--- src/rtl/axi_lite_master_if.sv ---
// AXI4-Lite bus bundle between the command-stream bridge (master) and the
// addressed peripheral (slave). Five channels: AW, W, B, AR, R.
interface axi_lite_master_if #(
  parameter int ADDR_WD = 8,
  parameter int DATA_WD = 8
) ();

  // write address channel
  logic [ADDR_WD-1:0]   awaddr;
  logic [2:0]           awprot;
  logic                 awvalid;
  logic                 awready;

  // write data channel
  logic [DATA_WD-1:0]   wdata;
  logic [DATA_WD/8-1:0] wstrb;
  logic                 wvalid;
  logic                 wready;

  // write response channel
  logic [1:0]           bresp;
  logic                 bvalid;
  logic                 bready;

  // read address channel
  logic [ADDR_WD-1:0]   araddr;
  logic [2:0]           arprot;
  logic                 arvalid;
  logic                 arready;

  // read data channel
  logic [DATA_WD-1:0]   rdata;
  logic [1:0]           rresp;
  logic                 rvalid;
  logic                 rready;

  modport master (
    output awaddr, awprot, awvalid, input awready,
    output wdata, wstrb, wvalid,    input wready,
    input  bresp, bvalid,           output bready,
    output araddr, arprot, arvalid, input arready,
    input  rdata, rresp, rvalid,    output rready
  );

  modport slave (
    input  awaddr, awprot, awvalid, output awready,
    input  wdata, wstrb, wvalid,    output wready,
    output bresp, bvalid,           input bready,
    input  araddr, arprot, arvalid, output arready,
    output rdata, rresp, rvalid,    input rready
  );

endinterface

--- src/rtl/axi_lite_master.sv ---
// Command-stream to AXI4-Lite master bridge. Each accepted beat is
// {addr, data} with a byte keep: full keep issues a write, address-only keep
// issues a read, anything else is consumed and dropped. One transaction is in
// flight at a time; completions are reported on one-cycle done strobes.
module axi_lite_master #(
  parameter int DATA_WD = 8,
  parameter int ADDR_WD = 8,
  parameter int KEEP_WD = (ADDR_WD + DATA_WD) >> 3
) (
  input  logic                       clk,
  input  logic                       rst_n,

  input  logic                       tvalid,
  input  logic [ADDR_WD+DATA_WD-1:0] tdata,
  input  logic [KEEP_WD-1:0]         tkeep,
  output logic                       tready,

  axi_lite_master_if.master          axi,

  output logic                       wr_done,
  output logic [1:0]                 wr_resp,
  output logic                       rd_done,
  output logic [DATA_WD-1:0]         rd_data,
  output logic [1:0]                 rd_resp
);

  localparam int DBYTES = DATA_WD / 8;

  typedef enum logic [2:0] {
    IDLE,
    WR,
    WR_B,
    RD_AR,
    RD_R
  } state_e;

  state_e               state_q,   state_d;
  logic [ADDR_WD-1:0]   addr_q,    addr_d;
  logic [DATA_WD-1:0]   data_q,    data_d;
  logic                 awvalid_q, awvalid_d;
  logic                 wvalid_q,  wvalid_d;
  logic                 bready_q,  bready_d;
  logic                 arvalid_q, arvalid_d;
  logic                 rready_q,  rready_d;
  logic                 wr_done_q, wr_done_d;
  logic [1:0]           wr_resp_q, wr_resp_d;
  logic                 rd_done_q, rd_done_d;
  logic [DATA_WD-1:0]   rd_data_q, rd_data_d;
  logic [1:0]           rd_resp_q, rd_resp_d;

  logic                 fire;
  logic                 addr_kept;
  logic                 data_kept;
  logic                 data_none;

  // Ready is a decode of the state register only, so no ready->valid path.
  assign tready    = (state_q == IDLE);
  assign fire      = tvalid && tready;

  // Keep groups: upper bytes cover the address, lower bytes the data.
  assign addr_kept = &tkeep[KEEP_WD-1:DBYTES];
  assign data_kept = &tkeep[DBYTES-1:0];
  assign data_none = ~|tkeep[DBYTES-1:0];

  // Next-state and next-output logic for the transaction FSM.
  always_comb begin
    // NOTE: every *_d takes its held value first, so no branch can leave a latch.
    state_d   = state_q;
    addr_d    = addr_q;
    data_d    = data_q;
    awvalid_d = awvalid_q;
    wvalid_d  = wvalid_q;
    bready_d  = bready_q;
    arvalid_d = arvalid_q;
    rready_d  = rready_q;
    wr_done_d = 1'b0;
    wr_resp_d = wr_resp_q;
    rd_done_d = 1'b0;
    rd_data_d = rd_data_q;
    rd_resp_d = rd_resp_q;

    unique case (state_q)
      IDLE: begin
        if (fire) begin
          if (addr_kept && data_kept) begin
            state_d   = WR;
            addr_d    = tdata[ADDR_WD+DATA_WD-1:DATA_WD];
            data_d    = tdata[DATA_WD-1:0];
            awvalid_d = 1'b1;
            wvalid_d  = 1'b1;
          end else if (addr_kept && data_none) begin
            state_d   = RD_AR;
            addr_d    = tdata[ADDR_WD+DATA_WD-1:DATA_WD];
            arvalid_d = 1'b1;
          end
          // any other keep pattern: beat is consumed and dropped
        end
      end

      WR: begin
        // AW and W retire independently; move on once both have handshaken.
        if (awvalid_q && axi.awready) awvalid_d = 1'b0;
        if (wvalid_q && axi.wready)   wvalid_d  = 1'b0;
        if (!awvalid_d && !wvalid_d) begin
          state_d  = WR_B;
          bready_d = 1'b1;
        end
      end

      WR_B: begin
        if (axi.bvalid && bready_q) begin
          bready_d  = 1'b0;
          wr_done_d = 1'b1;
          wr_resp_d = axi.bresp;
          state_d   = IDLE;
        end
      end

      RD_AR: begin
        if (arvalid_q && axi.arready) begin
          arvalid_d = 1'b0;
          rready_d  = 1'b1;
          state_d   = RD_R;
        end
      end

      RD_R: begin
        if (axi.rvalid && rready_q) begin
          rready_d  = 1'b0;
          rd_done_d = 1'b1;
          rd_data_d = axi.rdata;
          rd_resp_d = axi.rresp;
          state_d   = IDLE;
        end
      end

      default: state_d = IDLE;
    endcase
  end

  // State and output registers; reset aborts any transaction in flight.
  always_ff @(posedge clk or negedge rst_n) begin
    if (!rst_n) begin
      state_q   <= IDLE;
      addr_q    <= '0;
      data_q    <= '0;
      awvalid_q <= 1'b0;
      wvalid_q  <= 1'b0;
      bready_q  <= 1'b0;
      arvalid_q <= 1'b0;
      rready_q  <= 1'b0;
      wr_done_q <= 1'b0;
      wr_resp_q <= 2'b00;
      rd_done_q <= 1'b0;
      rd_data_q <= '0;
      rd_resp_q <= 2'b00;
    end else begin
      // NOTE: non-blocking so every register samples pre-edge values.
      state_q   <= state_d;
      addr_q    <= addr_d;
      data_q    <= data_d;
      awvalid_q <= awvalid_d;
      wvalid_q  <= wvalid_d;
      bready_q  <= bready_d;
      arvalid_q <= arvalid_d;
      rready_q  <= rready_d;
      wr_done_q <= wr_done_d;
      wr_resp_q <= wr_resp_d;
      rd_done_q <= rd_done_d;
      rd_data_q <= rd_data_d;
      rd_resp_q <= rd_resp_d;
    end
  end

  // Bus drive: one address register serves both AW and AR.
  assign axi.awaddr  = addr_q;
  assign axi.awprot  = 3'b000;
  assign axi.awvalid = awvalid_q;
  assign axi.wdata   = data_q;
  assign axi.wstrb   = '1;
  assign axi.wvalid  = wvalid_q;
  assign axi.bready  = bready_q;
  assign axi.araddr  = addr_q;
  assign axi.arprot  = 3'b000;
  assign axi.arvalid = arvalid_q;
  assign axi.rready  = rready_q;

  assign wr_done     = wr_done_q;
  assign wr_resp     = wr_resp_q;
  assign rd_done     = rd_done_q;
  assign rd_data     = rd_data_q;
  assign rd_resp     = rd_resp_q;

endmodule

--- src/flat_wrapper.sv ---
// flat-port wrapper written by rule: the top's interface ports become plain ports
module axi_lite_master_flat 
#(
  parameter int DATA_WD = 8,
  parameter int ADDR_WD = 8,
  parameter int KEEP_WD = (ADDR_WD + DATA_WD) >> 3
)
  (clk, rst_n, tvalid, tdata, tkeep, tready, wr_done, wr_resp, rd_done, rd_data, rd_resp, axi_awaddr, axi_awprot, axi_awvalid, axi_awready, axi_wdata, axi_wstrb, axi_wvalid, axi_wready, axi_bresp, axi_bvalid, axi_bready, axi_araddr, axi_arprot, axi_arvalid, axi_arready, axi_rdata, axi_rresp, axi_rvalid, axi_rready);
  axi_lite_master_if #(.ADDR_WD(ADDR_WD), .DATA_WD(DATA_WD)) axi_i ();
  input  logic clk;
  input  logic rst_n;
  input  logic tvalid;
  input  logic [ADDR_WD+DATA_WD-1:0] tdata;
  input  logic [KEEP_WD-1:0] tkeep;
  output logic tready;
  output logic wr_done;
  output logic [1:0] wr_resp;
  output logic rd_done;
  output logic [DATA_WD-1:0] rd_data;
  output logic [1:0] rd_resp;
  output wire logic [$bits(axi_i.awaddr)-1:0] axi_awaddr;
  output wire logic [$bits(axi_i.awprot)-1:0] axi_awprot;
  output wire logic [$bits(axi_i.awvalid)-1:0] axi_awvalid;
  input wire logic [$bits(axi_i.awready)-1:0] axi_awready;
  output wire logic [$bits(axi_i.wdata)-1:0] axi_wdata;
  output wire logic [$bits(axi_i.wstrb)-1:0] axi_wstrb;
  output wire logic [$bits(axi_i.wvalid)-1:0] axi_wvalid;
  input wire logic [$bits(axi_i.wready)-1:0] axi_wready;
  input wire logic [$bits(axi_i.bresp)-1:0] axi_bresp;
  input wire logic [$bits(axi_i.bvalid)-1:0] axi_bvalid;
  output wire logic [$bits(axi_i.bready)-1:0] axi_bready;
  output wire logic [$bits(axi_i.araddr)-1:0] axi_araddr;
  output wire logic [$bits(axi_i.arprot)-1:0] axi_arprot;
  output wire logic [$bits(axi_i.arvalid)-1:0] axi_arvalid;
  input wire logic [$bits(axi_i.arready)-1:0] axi_arready;
  input wire logic [$bits(axi_i.rdata)-1:0] axi_rdata;
  input wire logic [$bits(axi_i.rresp)-1:0] axi_rresp;
  input wire logic [$bits(axi_i.rvalid)-1:0] axi_rvalid;
  output wire logic [$bits(axi_i.rready)-1:0] axi_rready;
  assign axi_awaddr = axi_i.awaddr;
  assign axi_awprot = axi_i.awprot;
  assign axi_awvalid = axi_i.awvalid;
  assign axi_i.awready = axi_awready;
  assign axi_wdata = axi_i.wdata;
  assign axi_wstrb = axi_i.wstrb;
  assign axi_wvalid = axi_i.wvalid;
  assign axi_i.wready = axi_wready;
  assign axi_i.bresp = axi_bresp;
  assign axi_i.bvalid = axi_bvalid;
  assign axi_bready = axi_i.bready;
  assign axi_araddr = axi_i.araddr;
  assign axi_arprot = axi_i.arprot;
  assign axi_arvalid = axi_i.arvalid;
  assign axi_i.arready = axi_arready;
  assign axi_i.rdata = axi_rdata;
  assign axi_i.rresp = axi_rresp;
  assign axi_i.rvalid = axi_rvalid;
  assign axi_rready = axi_i.rready;
  axi_lite_master #(.DATA_WD(DATA_WD), .ADDR_WD(ADDR_WD), .KEEP_WD(KEEP_WD)) u_core (.clk(clk), .rst_n(rst_n), .tvalid(tvalid), .tdata(tdata), .tkeep(tkeep), .tready(tready), .axi(axi_i), .wr_done(wr_done), .wr_resp(wr_resp), .rd_done(rd_done), .rd_data(rd_data), .rd_resp(rd_resp));
endmodule
--- config.mk ---
export PLATFORM = sky130hd
export DESIGN_NAME = axi_lite_master_flat
export DESIGN_NICKNAME = d
export VERILOG_FILES = /design/src/rtl/axi_lite_master_if.sv /design/src/rtl/axi_lite_master.sv /design/src/flat_wrapper.sv
export SDC_FILE = /design/constraint.sdc
export NUM_CORES = 1
export LEC_CHECK = 0
export ABC_AREA = 1
export CAP_MARGIN = 20
export CORE_MARGIN = 5
export CORE_UTILIZATION = 37
export CTS_BUF_LIST = sky130_fd_sc_hd__clkbuf_8
export CTS_CLUSTER_DIAMETER = 120
export DETAILED_ROUTE_END_ITERATION = 10
export GPL_ROUTABILITY_DRIVEN = 0
export PLACE_DENSITY = 0.78
export SLEW_MARGIN = 10
export SYNTH_ARGS = -nofsm -noshare
export SYNTH_HDL_FRONTEND = slang
export SYNTH_SLANG_ARGS = --single-unit
--- constraint.sdc ---
create_clock -name clk -period 1.2 [get_ports clk]
set_input_delay 0.24 -clock clk [delete_from_list [all_inputs] [get_ports clk]]
set_output_delay 0.24 -clock clk [all_outputs]
set_load 0.05 [all_outputs]
==> results.txt <==
Seq/Total Area, Yosys -> 0.546
Max Fanout on Critical Path -> 2
# port buffers -> 81
CP max stage cell -> dfrtp_2
core area -> 0.00466 sq mm
pwr/cell area -> 3240 mW/mm^2
crit path DAT -> 1.17 ns
period utilization -> 1.17
cts bufs inserted -> 5
Synth Area in XOR/XNOR -> 0
worst skew pair latency -> 0.29 ns
unrepaired setup endpoints after global routing -> yes
Synth top area share -> 0.546
H-tree depth -> 2
initial core utilization -> 0.374
Root Buffer -> clkbuf_8
clk buf depth -> 2
Synth Area in Adders -> 0
WHS -> 0.367 ns
floorplan row count -> 25
full die area -> 0.00618 sq mm
wire per inst -> 14.2 microns
VDD IR max -> 2.00 mV
vias -> 1631
Syn Std Cell Area -> 0.00174 sq mm
main combinational cell family by area after synthesis -> simple AND/OR/NAND/NOR gates
total negative slack -> -5.14 ns
CP Capture Type -> output pin
Mapped Cells -> 199
share of layout cells above drive strength 1 -> 0.418
clock edge transition at the registers on the reported setup and hold paths -> 0.07 ns
Primary FF master, synth -> dfrtp_1
most common cell in the netlist -> nand2_1
dominant cells by area after synthesis -> dfrtp_1 (55%), nand2_1 (16%), buf_4 (6.5%), o21ai_0 (4.0%), inv_1 (3.9%)
yosys warns -> 0
multiplexer share of the synthesized area -> 0
Achievable Freq -> 710 MHz
global-route wire length before repair -> 7810 microns
DP Area -> 0.00309 sq mm
Total Power -> 11200 uW
Synth area leader -> dfrtp_1
drt total wl -> 5080 microns
slowest stage delay, CP -> 0.43 ns
Avg Synthesized Cell Area -> 8.76 sq um
LEAKAGE -> 0.00164 uW
final setup fails -> 35
Req. time, crit path -> 0.96 ns
ANT nets after route -> 0
final worst slack -> -0.209 ns
Top delay family on crit path -> flip-flops
layout net count -> 341
number of synthesized flops with an enable pin -> 0
dpl ws -> -0.270 ns
drt via density -> 4.56
Synth async-reset ratio -> 1.00
Synth Area in Compound Gates -> 0.0574
CTS tree -> built
CP Cell Sequence -> nor2_4 > nand2_4 > clkinvlp_4 > buf_12
clock period minus worst slack -> 1.41 ns
Crit Path Category -> register to output pin
synth-to-layout area growth -> 99.1%
Fin. Hold Viols -> 0
startpoint class of the critical path -> register
Diodes inserted -> 0
simple-gate share of the synthesized area -> 0.256
status -> finished with violations
Hold Crit Class -> input pin to asynchronous set/reset pin
Yosys cell types -> 23
total track usage -> 0.162
Post-synth top cells -> nand2_1 (76), dfrtp_1 (38), inv_1 (18), buf_4 (15), o21ai_0 (14)
Iter 0 DRT Violations -> 67
number of global-route vias before repair -> 1668
fin. max-slew vios -> 0
IO Pins -> 89
die span in y -> 78.6 microns
max-cap viol count -> 0
# DRC -> 0
HPWL reported at the end of detailed placement -> 3470 microns
WP buf/inv -> 2
initial antenna violation count -> 0
die width -> 78.6 microns
drt first pass iters -> 4
largest net degree at the start of global routing -> 28
flops & latches, synth -> 38
Setup Skew -> 0.00610 ns
violated checks -> setup timing
grt ovf -> 0
fin area -> 0.00347 sq mm
CTS sink count -> 38
worst paths after layout:
| kind | startpoint | to | slack (ns) | cells after the start |
|---|---|---|---|---|
| setup reg to reg | u_core.state_q[0] | u_core.axi.wdata[2] | -0.18 | 8 |
| hold / removal | rst_n | u_core.rd_data[7] | 0.37 | 2 |
| hold reg to reg | u_core.wr_resp[0] | u_core.wr_resp[0] | 0.55 | 2 |
| min in group clk | tdata[12] | u_core.axi.araddr[4] | 0.49 | 3 |
| setup / recovery | u_core.state_q[0] | tready | -0.21 | 4 |
| max in group asynchronous | rst_n | u_core.axi.araddr[4] | 0.38 | 3 |
placed cells by master (no fill, tap or decap), drive strengths merged, types with 5 or more instances in the layout:
cell,n
conb,7
nand2,78
inv,18
nand3,14
o21ai,16
clkbuf,7
dfrtp,38
clkdlybuf4s50,36
nor2,5
buf,73
cell type report:
type                            count  area [sq um]
Clock buffer                        5          68.8
Clock inverter                      3          40.0
Fill cell                         306          1190
Inverter                           19          87.6
Multi-Input combinational cell    127           652
Sequential cell                    38           967
Tap cell                           54          67.6
Timing Repair Buffer              112          1590
metal layers:
layer	wire length (microns)	GRT usage
met3	368	0.0550
met1	2000	0.182
met2	2630	0.289
met4	80	0.0472
met5	0	0
cell families after synthesis:
logic type / Yosys count
other: 2
AND/OR/NAND/NOR: 100
flip-flops: 38
buffers and inverters: 39
AO/OA/AOI/OAI: 20
what timing repair did:
item | 4_1_cts | 5_1_grt
setup endpoints to repair | 36 | 49
cloned | 1 | 3
endpoints found under the hold margin | 11 | 0
hold buffers | 1 | 0
buffers inserted | 6 | 3
pin swaps | 3 | 13
gates resized for setup | 20 | 27
report_power, final:
group / switching (uW) / internal [uW]
Combinational: 3850 / 3620
Clock: 464 / 612
Sequential: 776 / 1910
Total: 5090 / 6140
sequential cells by signal, summed over array words and instances (netlist names), 2 cells and up:
register           cells
u_core.axi.araddr      8
u_core.axi.wdata       8
u_core.rd_data         8
u_core.rd_resp         2
u_core.state_q         3
u_core.wr_resp         2
per-stage QoR:
stage | instances | util
floorplan | 204 | -
global route | 358 | 0.745
detailed placement | 336 | 0.662
finish | 358 | 0.745
CTS | 352 | 0.713
global placement | 336 | 0.662
No activity file was read; power rests on OpenSTA's default activity.
